<file path="config.mk">
export PLATFORM = sky130hd
export DESIGN_NAME = ex_mem_wb_pipe_flat
export DESIGN_NICKNAME = d
export VERILOG_FILES = /design/src/rtl/ex_mem_wb_pipe_if.sv /design/src/rtl/ex_mem_wb_pipe.sv /design/src/flat_wrapper.sv
export SDC_FILE = /design/constraint.sdc
export NUM_CORES = 1
export LEC_CHECK = 0
export ABC_AREA = 0
export CORE_ASPECT_RATIO = 1.2
export CORE_UTILIZATION = 39
export CTS_CLUSTER_DIAMETER = 200
export DETAILED_ROUTE_END_ITERATION = 10
export HOLD_SLACK_MARGIN = 0.03
export PLACE_DENSITY = 0.8
export SYNTH_ARGS = -nofsm -noshare
export SYNTH_HDL_FRONTEND = slang
export SYNTH_SLANG_ARGS = --single-unit
export TNS_END_PERCENT = 10
</file>
<file path="constraint.sdc">
create_clock -name clk -period 1.9 [get_ports clk]
set_input_delay 0.38 -clock clk [delete_from_list [all_inputs] [get_ports clk]]
set_output_delay 0.38 -clock clk [all_outputs]
set_load 0.01 [all_outputs]
</file>
<file path="src/rtl/ex_mem_wb_pipe_if.sv">
// ex_mem_wb_pipe_if: data-memory request/response bus between the MEM stage and the data memory.
interface ex_mem_wb_pipe_if;
  logic        req;
  logic        we;
  logic [31:0] addr;
  logic [3:0]  be;
  logic [31:0] wdata;
  logic [31:0] rdata;
  logic        ready;
  modport master(output req, we, addr, be, wdata, input rdata, ready);
  modport slave(input req, we, addr, be, wdata, output rdata, ready);
endinterface

</file>
<file path="src/rtl/ex_mem_wb_pipe.sv">
// ex_mem_wb_pipe: EX/MEM and MEM/WB registers with the data-memory access stage and wait-state stall.
// Optional DMEM_TIMEOUT_EN aborts an access stuck in S_WAIT and adds the o_dmem_fault pulse.
module ex_mem_wb_pipe #(
  parameter int TIMEOUT_CYCLES = 200,
  parameter int TIMEOUT_W      = 8
) (
  input  logic        clk,
  input  logic        rst_n,
  input  logic        i_ex_valid,
  input  logic        i_ex_reg_write,
  input  logic        i_ex_mem_read,
  input  logic        i_ex_mem_write,
  input  logic [2:0]  i_ex_funct3,
  input  logic [4:0]  i_ex_rd,
  input  logic [31:0] i_ex_alu_result,
  input  logic [31:0] i_ex_store_data,
  ex_mem_wb_pipe_if.master dmem,
  output logic        o_mem_stall,
  output logic        o_misalign,
`ifdef DMEM_TIMEOUT_EN
  output logic        o_dmem_fault,
`endif
  output logic        o_ex_mem_reg_write,
  output logic [4:0]  o_ex_mem_rd,
  output logic [31:0] o_ex_mem_alu_result,
  output logic        o_mem_wb_reg_write,
  output logic [4:0]  o_mem_wb_rd,
  output logic [31:0] o_mem_wb_wdata
);
  localparam logic [0:0] S_RUN  = 1'b0;
  localparam logic [0:0] S_WAIT = 1'b1;
  if (2 ** TIMEOUT_W <= TIMEOUT_CYCLES) begin : g_bad_timeout_w
    $error("TIMEOUT_W too narrow for TIMEOUT_CYCLES");
  end
  logic [0:0]  r_state;
  logic        r_rw, r_mr, r_mw;
  logic [2:0]  r_f3;
  logic [4:0]  r_rd;
  logic [31:0] r_alu, r_sd;
  logic        r_wb_rw;
  logic [4:0]  r_wb_rd;
  logic [31:0] r_wb_data;
  logic [1:0]  w_a, w_size;
  logic        w_mis, w_access, w_req, w_to, w_done, w_sx;
  logic [3:0]  w_be;
  logic [7:0]  w_byte;
  logic [15:0] w_half;
  logic [31:0] w_ld, w_wb;
  assign w_a      = r_alu[1:0];
  assign w_size   = r_f3[1:0];
  assign w_access = r_mr | r_mw;
  assign w_mis    = w_access & ((w_size == 2'b01 & w_a[0]) | (w_size == 2'b10 & w_a != 2'b00));
  assign w_req    = w_access & ~w_mis;
  assign w_done   = w_req & (dmem.ready | w_to);
`ifdef DMEM_TIMEOUT_EN
  logic [TIMEOUT_W-1:0] r_cnt;
  assign w_to         = r_state == S_WAIT && r_cnt == TIMEOUT_W'(TIMEOUT_CYCLES) && !dmem.ready;
  assign o_dmem_fault = w_to;
  always_ff @(posedge clk or negedge rst_n)
    if (!rst_n) r_cnt <= '0;
    else        r_cnt <= r_state == S_WAIT ? r_cnt + 1'b1 : '0;
`else
  assign w_to = 1'b0;
`endif
  assign w_be   = w_size == 2'b00 ? 4'b0001 << w_a : w_size == 2'b01 ? (w_a[1] ? 4'b1100 : 4'b0011) : 4'b1111;
  assign w_byte = dmem.rdata[{w_a, 3'b000} +: 8];
  assign w_half = w_a[1] ? dmem.rdata[31:16] : dmem.rdata[15:0];
  assign w_sx   = ~r_f3[2];
  assign w_ld   = w_size == 2'b00 ? {{24{w_sx & w_byte[7]}}, w_byte} :
                  w_size == 2'b01 ? {{16{w_sx & w_half[15]}}, w_half} : dmem.rdata;
  // misaligned and timed-out loads write zero rather than stale bus data
  assign w_wb   = r_mr ? ((w_mis | w_to) ? 32'h0 : w_ld) : r_alu;
  assign dmem.req   = w_req;
  assign dmem.we    = w_req & r_mw;
  assign dmem.addr  = {r_alu[31:2], 2'b00};
  assign dmem.be    = w_req ? w_be : 4'b0000;
  assign dmem.wdata = w_size == 2'b00 ? {4{r_sd[7:0]}} : w_size == 2'b01 ? {2{r_sd[15:0]}} : r_sd;
  assign o_mem_stall         = w_req & ~w_done;
  assign o_misalign          = w_mis;
  assign o_ex_mem_reg_write  = r_rw;
  assign o_ex_mem_rd         = r_rd;
  assign o_ex_mem_alu_result = r_alu;
  assign o_mem_wb_reg_write  = r_wb_rw;
  assign o_mem_wb_rd         = r_wb_rd;
  assign o_mem_wb_wdata      = r_wb_data;
  always_ff @(posedge clk or negedge rst_n)
    if (!rst_n) begin
      r_state   <= S_RUN;
      r_rw      <= 1'b0;
      r_mr      <= 1'b0;
      r_mw      <= 1'b0;
      r_f3      <= '0;
      r_rd      <= '0;
      r_alu     <= '0;
      r_sd      <= '0;
      r_wb_rw   <= 1'b0;
      r_wb_rd   <= '0;
      r_wb_data <= '0;
    end else begin
      r_state <= r_state == S_RUN ? (w_req && !dmem.ready ? S_WAIT : S_RUN) : (w_done || !w_req ? S_RUN : S_WAIT);
      if (!o_mem_stall) begin
        r_rw      <= i_ex_valid & i_ex_reg_write;
        r_mr      <= i_ex_valid & i_ex_mem_read;
        r_mw      <= i_ex_valid & i_ex_mem_write;
        r_f3      <= i_ex_funct3;
        r_rd      <= i_ex_rd;
        r_alu     <= i_ex_alu_result;
        r_sd      <= i_ex_store_data;
        r_wb_rw   <= r_rw;
        r_wb_rd   <= r_rd;
        r_wb_data <= w_wb;
      end
    end
endmodule

</file>
<file path="src/flat_wrapper.sv">
// flat-port wrapper written by rule: the top's interface ports become plain ports
module ex_mem_wb_pipe_flat 
#(
  parameter int TIMEOUT_CYCLES = 200,
  parameter int TIMEOUT_W      = 8
)
  (clk, rst_n, i_ex_valid, i_ex_reg_write, i_ex_mem_read, i_ex_mem_write, i_ex_funct3, i_ex_rd, i_ex_alu_result, i_ex_store_data, o_mem_stall, o_misalign, o_ex_mem_reg_write, o_ex_mem_rd, o_ex_mem_alu_result, o_mem_wb_reg_write, o_mem_wb_rd, o_mem_wb_wdata, dmem_req, dmem_we, dmem_addr, dmem_be, dmem_wdata, dmem_rdata, dmem_ready);
  ex_mem_wb_pipe_if dmem_i ();
  input  logic clk;
  input  logic rst_n;
  input  logic i_ex_valid;
  input  logic i_ex_reg_write;
  input  logic i_ex_mem_read;
  input  logic i_ex_mem_write;
  input  logic [2:0] i_ex_funct3;
  input  logic [4:0] i_ex_rd;
  input  logic [31:0] i_ex_alu_result;
  input  logic [31:0] i_ex_store_data;
  output logic o_mem_stall;
  output logic o_misalign;
  output logic o_ex_mem_reg_write;
  output logic [4:0] o_ex_mem_rd;
  output logic [31:0] o_ex_mem_alu_result;
  output logic o_mem_wb_reg_write;
  output logic [4:0] o_mem_wb_rd;
  output logic [31:0] o_mem_wb_wdata;
  output wire logic [$bits(dmem_i.req)-1:0] dmem_req;
  output wire logic [$bits(dmem_i.we)-1:0] dmem_we;
  output wire logic [$bits(dmem_i.addr)-1:0] dmem_addr;
  output wire logic [$bits(dmem_i.be)-1:0] dmem_be;
  output wire logic [$bits(dmem_i.wdata)-1:0] dmem_wdata;
  input wire logic [$bits(dmem_i.rdata)-1:0] dmem_rdata;
  input wire logic [$bits(dmem_i.ready)-1:0] dmem_ready;
  assign dmem_req = dmem_i.req;
  assign dmem_we = dmem_i.we;
  assign dmem_addr = dmem_i.addr;
  assign dmem_be = dmem_i.be;
  assign dmem_wdata = dmem_i.wdata;
  assign dmem_i.rdata = dmem_rdata;
  assign dmem_i.ready = dmem_ready;
  ex_mem_wb_pipe #(.TIMEOUT_CYCLES(TIMEOUT_CYCLES), .TIMEOUT_W(TIMEOUT_W)) u_core (.clk(clk), .rst_n(rst_n), .i_ex_valid(i_ex_valid), .i_ex_reg_write(i_ex_reg_write), .i_ex_mem_read(i_ex_mem_read), .i_ex_mem_write(i_ex_mem_write), .i_ex_funct3(i_ex_funct3), .i_ex_rd(i_ex_rd), .i_ex_alu_result(i_ex_alu_result), .i_ex_store_data(i_ex_store_data), .dmem(dmem_i), .o_mem_stall(o_mem_stall), .o_misalign(o_misalign), .o_ex_mem_reg_write(o_ex_mem_reg_write), .o_ex_mem_rd(o_ex_mem_rd), .o_ex_mem_alu_result(o_ex_mem_alu_result), .o_mem_wb_reg_write(o_mem_wb_reg_write), .o_mem_wb_rd(o_mem_wb_rd), .o_mem_wb_wdata(o_mem_wb_wdata));
endmodule
</file>
==> metrics.md <==
| Metric | Value |
|---|---|
| Period Utilization, post-route | `1.09` |
| Family with the most delay on the worst path | `flip-flops` |
| Clk sinks | `around 110` |
| Final WS setup | `-0.179 ns` |
| Syn avg cell area | `approximately 8.4 µm²` |
| GRT overflow | `0` |
| Layout cell share with drive strength beyond 1 | `0.174` |
| Unrepaired setup endpoints after global routing | `yes` |
| Status | `finished, violations left` |
| Vias/cell | `just over 5` |
| Worst Setup Path Type | `flop to output port` |
| Final setup viols | `32` |
| Antenna cells | `0` |
| Critical Path Start Type | `flop` |
| WL/cell | `about 17 µm` |
| Critical Path AT | `approximately 1.7 ns` |
| Die Area | `about 16,000 µm²` |
| Slew Limit Fails | `0` |
| Routability cong. | `~0.86` |
| Worst vdd ir | `0.887 mV` |
| Clk slew on worst S/H paths | `0.05 ns` |
| Maximum clock rate | `slightly below 500 MHz` |
| Synth area leader | `dfrtp_1` |
| Clock skew | `between 0.008 and 0.009 ns` |
| Post-DP HPWL | `between 10,000 and 15,000 µm` |
| Yosys cell types | `between 40 and 50` |
| Reg power frac | `0.303` |
| FF-to-FF path depth | `9` |
| Synth Register Bits | `around 110` |
| Top cells by area, synth | `dfrtp_1 (46%), nand2_1 (16%), buf_4 (5.0%), nor2_1 (3.5%), o21ai_0 (3.2%)` |
| Crit-path max FO | `7` |
| Final hold violations | `0` |
| Clk_lat worst skew | `about 0.4 ns` |
| Synth Flop Type | `dfrtp_1` |
| # placed instances | `1,142` |
| I/O pins | `between 200 and 300` |
| Worst Hold Class | `input port to async pin` |
| Vias in the first global route | `5,836` |
| CTS Buf Count | `17` |
| Residual DRC | `0` |
| PD cells | `about 1100 nW/µm²` |
| Max incr delay on CP | `between 0.4 and 0.5 ns` |
| Largest net degree at the start of global routing | `roughly 90` |
| Worst path bufs/invs | `3` |
| Max Cap Violations | `0` |
| Comb pwr share | `0.388` |
| Post-synthesis async set-or-reset flop share | `1.00` |
| CTS H-tree depth | `4` |
| Post-synthesis sequential area ratio | `0.463` |
| Required @ worst endpoint | `between 1.5 and 2 ns` |
| Non-Filler Instances | `between 1,000 and 1,500` |
| Met3 Usage GRT | `0.0769` |
| Nets | `about 1,100` |
| Post-synth top area share | `0.463` |
| Maximum clock insertion buffer count | `2` |
| M1 GR Usage | `0.317` |
| PortBufs | `around 260` |
| Area of the core | `15,100 µm²` |
| Leak | `about 4.4 nW` |
| Row count | `49` |
| Routed vias | `6,050` |
| FF+latch area | `~2800 µm²` |
| Post-synth EDFFs | `0` |
| Initial antenna violation count | `0` |
| Cell mode on critical path | `buf_6` |
| Int Power | `~0.0075 W` |
| Failing checks | `negative setup slack` |
| Routed wire length | `20,100 µm` |
| First-pass GRT wire length | `31,500 µm` |
| Die width | `~120 µm` |
| Switching share of total power | `0.320` |
| M2 GR Usage | `0.421` |
| Synth Instances | `729` |
| Routed Antenna Nets | `0` |
| Chip Height | `~140 µm` |
| Synthesis Warnings | `0` |
| Post-route minimum period | `between 2 and 2.5 ns` |
| GRT busiest layer | `met2` |
| Most numerous cell in the Yosys netlist | `nand2_1` |
| Filler cell count | `about 1,300` |
| CTS tree | `built` |
| Final TNS setup | `-3.59 ns` |
| Clock share of power | `0.310` |
| Root Buffer | `clkbuf_16` |
| Synth top cells by count | `nand2_1 (255), dfrtp_1 (113), nor2_1 (57), buf_4 (41), o21ai_0 (39)` |
| Area of the multi-input gates | `roughly 2900 µm²` |
| Mapped Area | `6110 µm²` |
| Initial Util | `0.403` |
| Total GRT Usage | `0.256` |
| Initial DRC Count | `roughly 410` |
| Area delta synth->final | `59.8%` |
| Crit. End Element | `output port` |
| Crit path depth | `5` |
| Worst path cell trace | `nor2_4 > buf_6 > buf_6 > mux2_4 > buf_6` |
| Drt first pass iters | `4` |
| CP max stage cell | `dfrtp_2` |
| Sw power | `0.00353 W` |
## layout make-up
type                    count  area share
clock buffers              19      0.0464
clock inverters            13      0.0190
inverters                   8     0.00308
multi-input cells         520       0.293
flip-flops and latches    113       0.290
well taps                 204      0.0261
repair buffers            312       0.322
## path summary, 6_finish.rpt
check / startpoint / slack, ns / end
setup / recovery: u_core.r_f3[0]$_DFFE_PN0N_ / -0.18 / dmem_wdata[14]
hold / removal: rst_n / 0.43 / u_core.o_ex_mem_rd[2]$_DFFE_PN0N_
setup reg to reg: u_core.r_f3[1]$_DFFE_PN0N_ / 0.01 / u_core.o_mem_wb_wdata[18]$_DFFE_PN0N_
hold reg to reg: u_core.o_mem_wb_reg_write$_DFFE_PN0N_ / 0.46 / u_core.o_mem_wb_reg_write$_DFFE_PN0N_
max in group asynchronous: rst_n / 0.88 / u_core.o_ex_mem_alu_result[11]$_DFFE_PN0N_
min in group clk: u_core.o_mem_wb_reg_write$_DFFE_PN0N_ / 0.46 / u_core.o_mem_wb_reg_write$_DFFE_PN0N_
## cell families (layout without fill, tap and decap cells)
| group | Yosys count | count (layout) | share of synthesized area |
|---|---|---|---|
| and+or+nand+nor | 382 | 382 | 0.273 |
| DFF | 113 | 113 | 0.463 |
| AOI/OAI and AO/OA | 103 | 103 | 0.113 |
| buffers and inverters | 97 | 352 | 0.0916 |
| muxes | 33 | 33 | 0.0596 |
| other | 1 | 2 | 0.000614 |
## placed cells by master, fill, tap and decap left out, types with 3 or more instances in the layout
cell / count
a21oi_1: 4
a2bb2oi_1: 7
a31oi_1: 14
buf_12: 7
buf_16: 3
buf_2: 15
buf_4: 34
buf_6: 20
bufinv_16: 4
clkbuf_16: 17
clkdlybuf4s15_2: 6
clkdlybuf4s50_1: 221
clkinvlp_4: 5
dfrtp_1: 111
inv_1: 6
mux2_2: 12
mux2_4: 5
mux2i_1: 14
nand2_1: 252
nand2_2: 3
nand2b_1: 15
nand3b_1: 17
nand4_1: 6
nor2_1: 53
nor2_4: 3
nor3b_1: 23
o2111ai_1: 8
o211ai_1: 16
o21ai_0: 27
o21ai_1: 4
o21ai_2: 9
## power by group through the flow
stage	Clock, W	Sequential (W)	Combinational [W]
global placement	0	0.00334	0.00398
detailed placement	0	0.00336	0.00403
floorplan	0	0.00346	0.00176
global route	0.00360	0.00340	0.00460
CTS	0.00347	0.00333	0.00421
finish	0.00341	0.00334	0.00427
## layer usage
metal / vias to the layer above / share of wire
met5: - / 0
met3: 24 / 0.079
li1: 2871 / -
met2: 279 / 0.50
met4: 0 / 0.018
met1: 2876 / 0.40
## flip-flops by register name (all words and copies together) (netlist names)
| signal | flops |
|---|---|
| u_core.r_mr | 1 |
| u_core.r_sd | 32 |
| u_core.o_ex_mem_reg_write | 1 |
| u_core.o_mem_wb_wdata | 32 |
| u_core.r_mw | 1 |
| u_core.r_f3 | 3 |
| u_core.o_ex_mem_alu_result | 32 |
| u_core.o_mem_wb_reg_write | 1 |
| u_core.o_mem_wb_rd | 5 |
| u_core.o_ex_mem_rd | 5 |
## what timing repair did
action	CTS	global route
endpoints found under the setup margin	34	56
resized for setup	190	19
cloned	1	0
setup buffers	9	4
pin swaps	8	4
hold buffers	1	0
endpoints found under the hold margin	22	0
## per-stage QoR
step           total power [W]   util  instance area (µm²)  hold slack, ns  worst slack, ns
2_1_floorplan          0.00522      -                 6110          0.0844           0.0563
3_3_place_gp           0.00732  0.582                 8820           0.319           -0.335
3_5_place_dp           0.00739  0.582                 8820           0.325           -0.369
4_1_cts                 0.0110  0.638                 9660           0.424           -0.171
5_1_grt                 0.0116  0.645                 9760           0.429           -0.245
6_report                0.0110  0.645                 9760           0.432           -0.179
No activity file was read; power rests on OpenSTA's default activity.
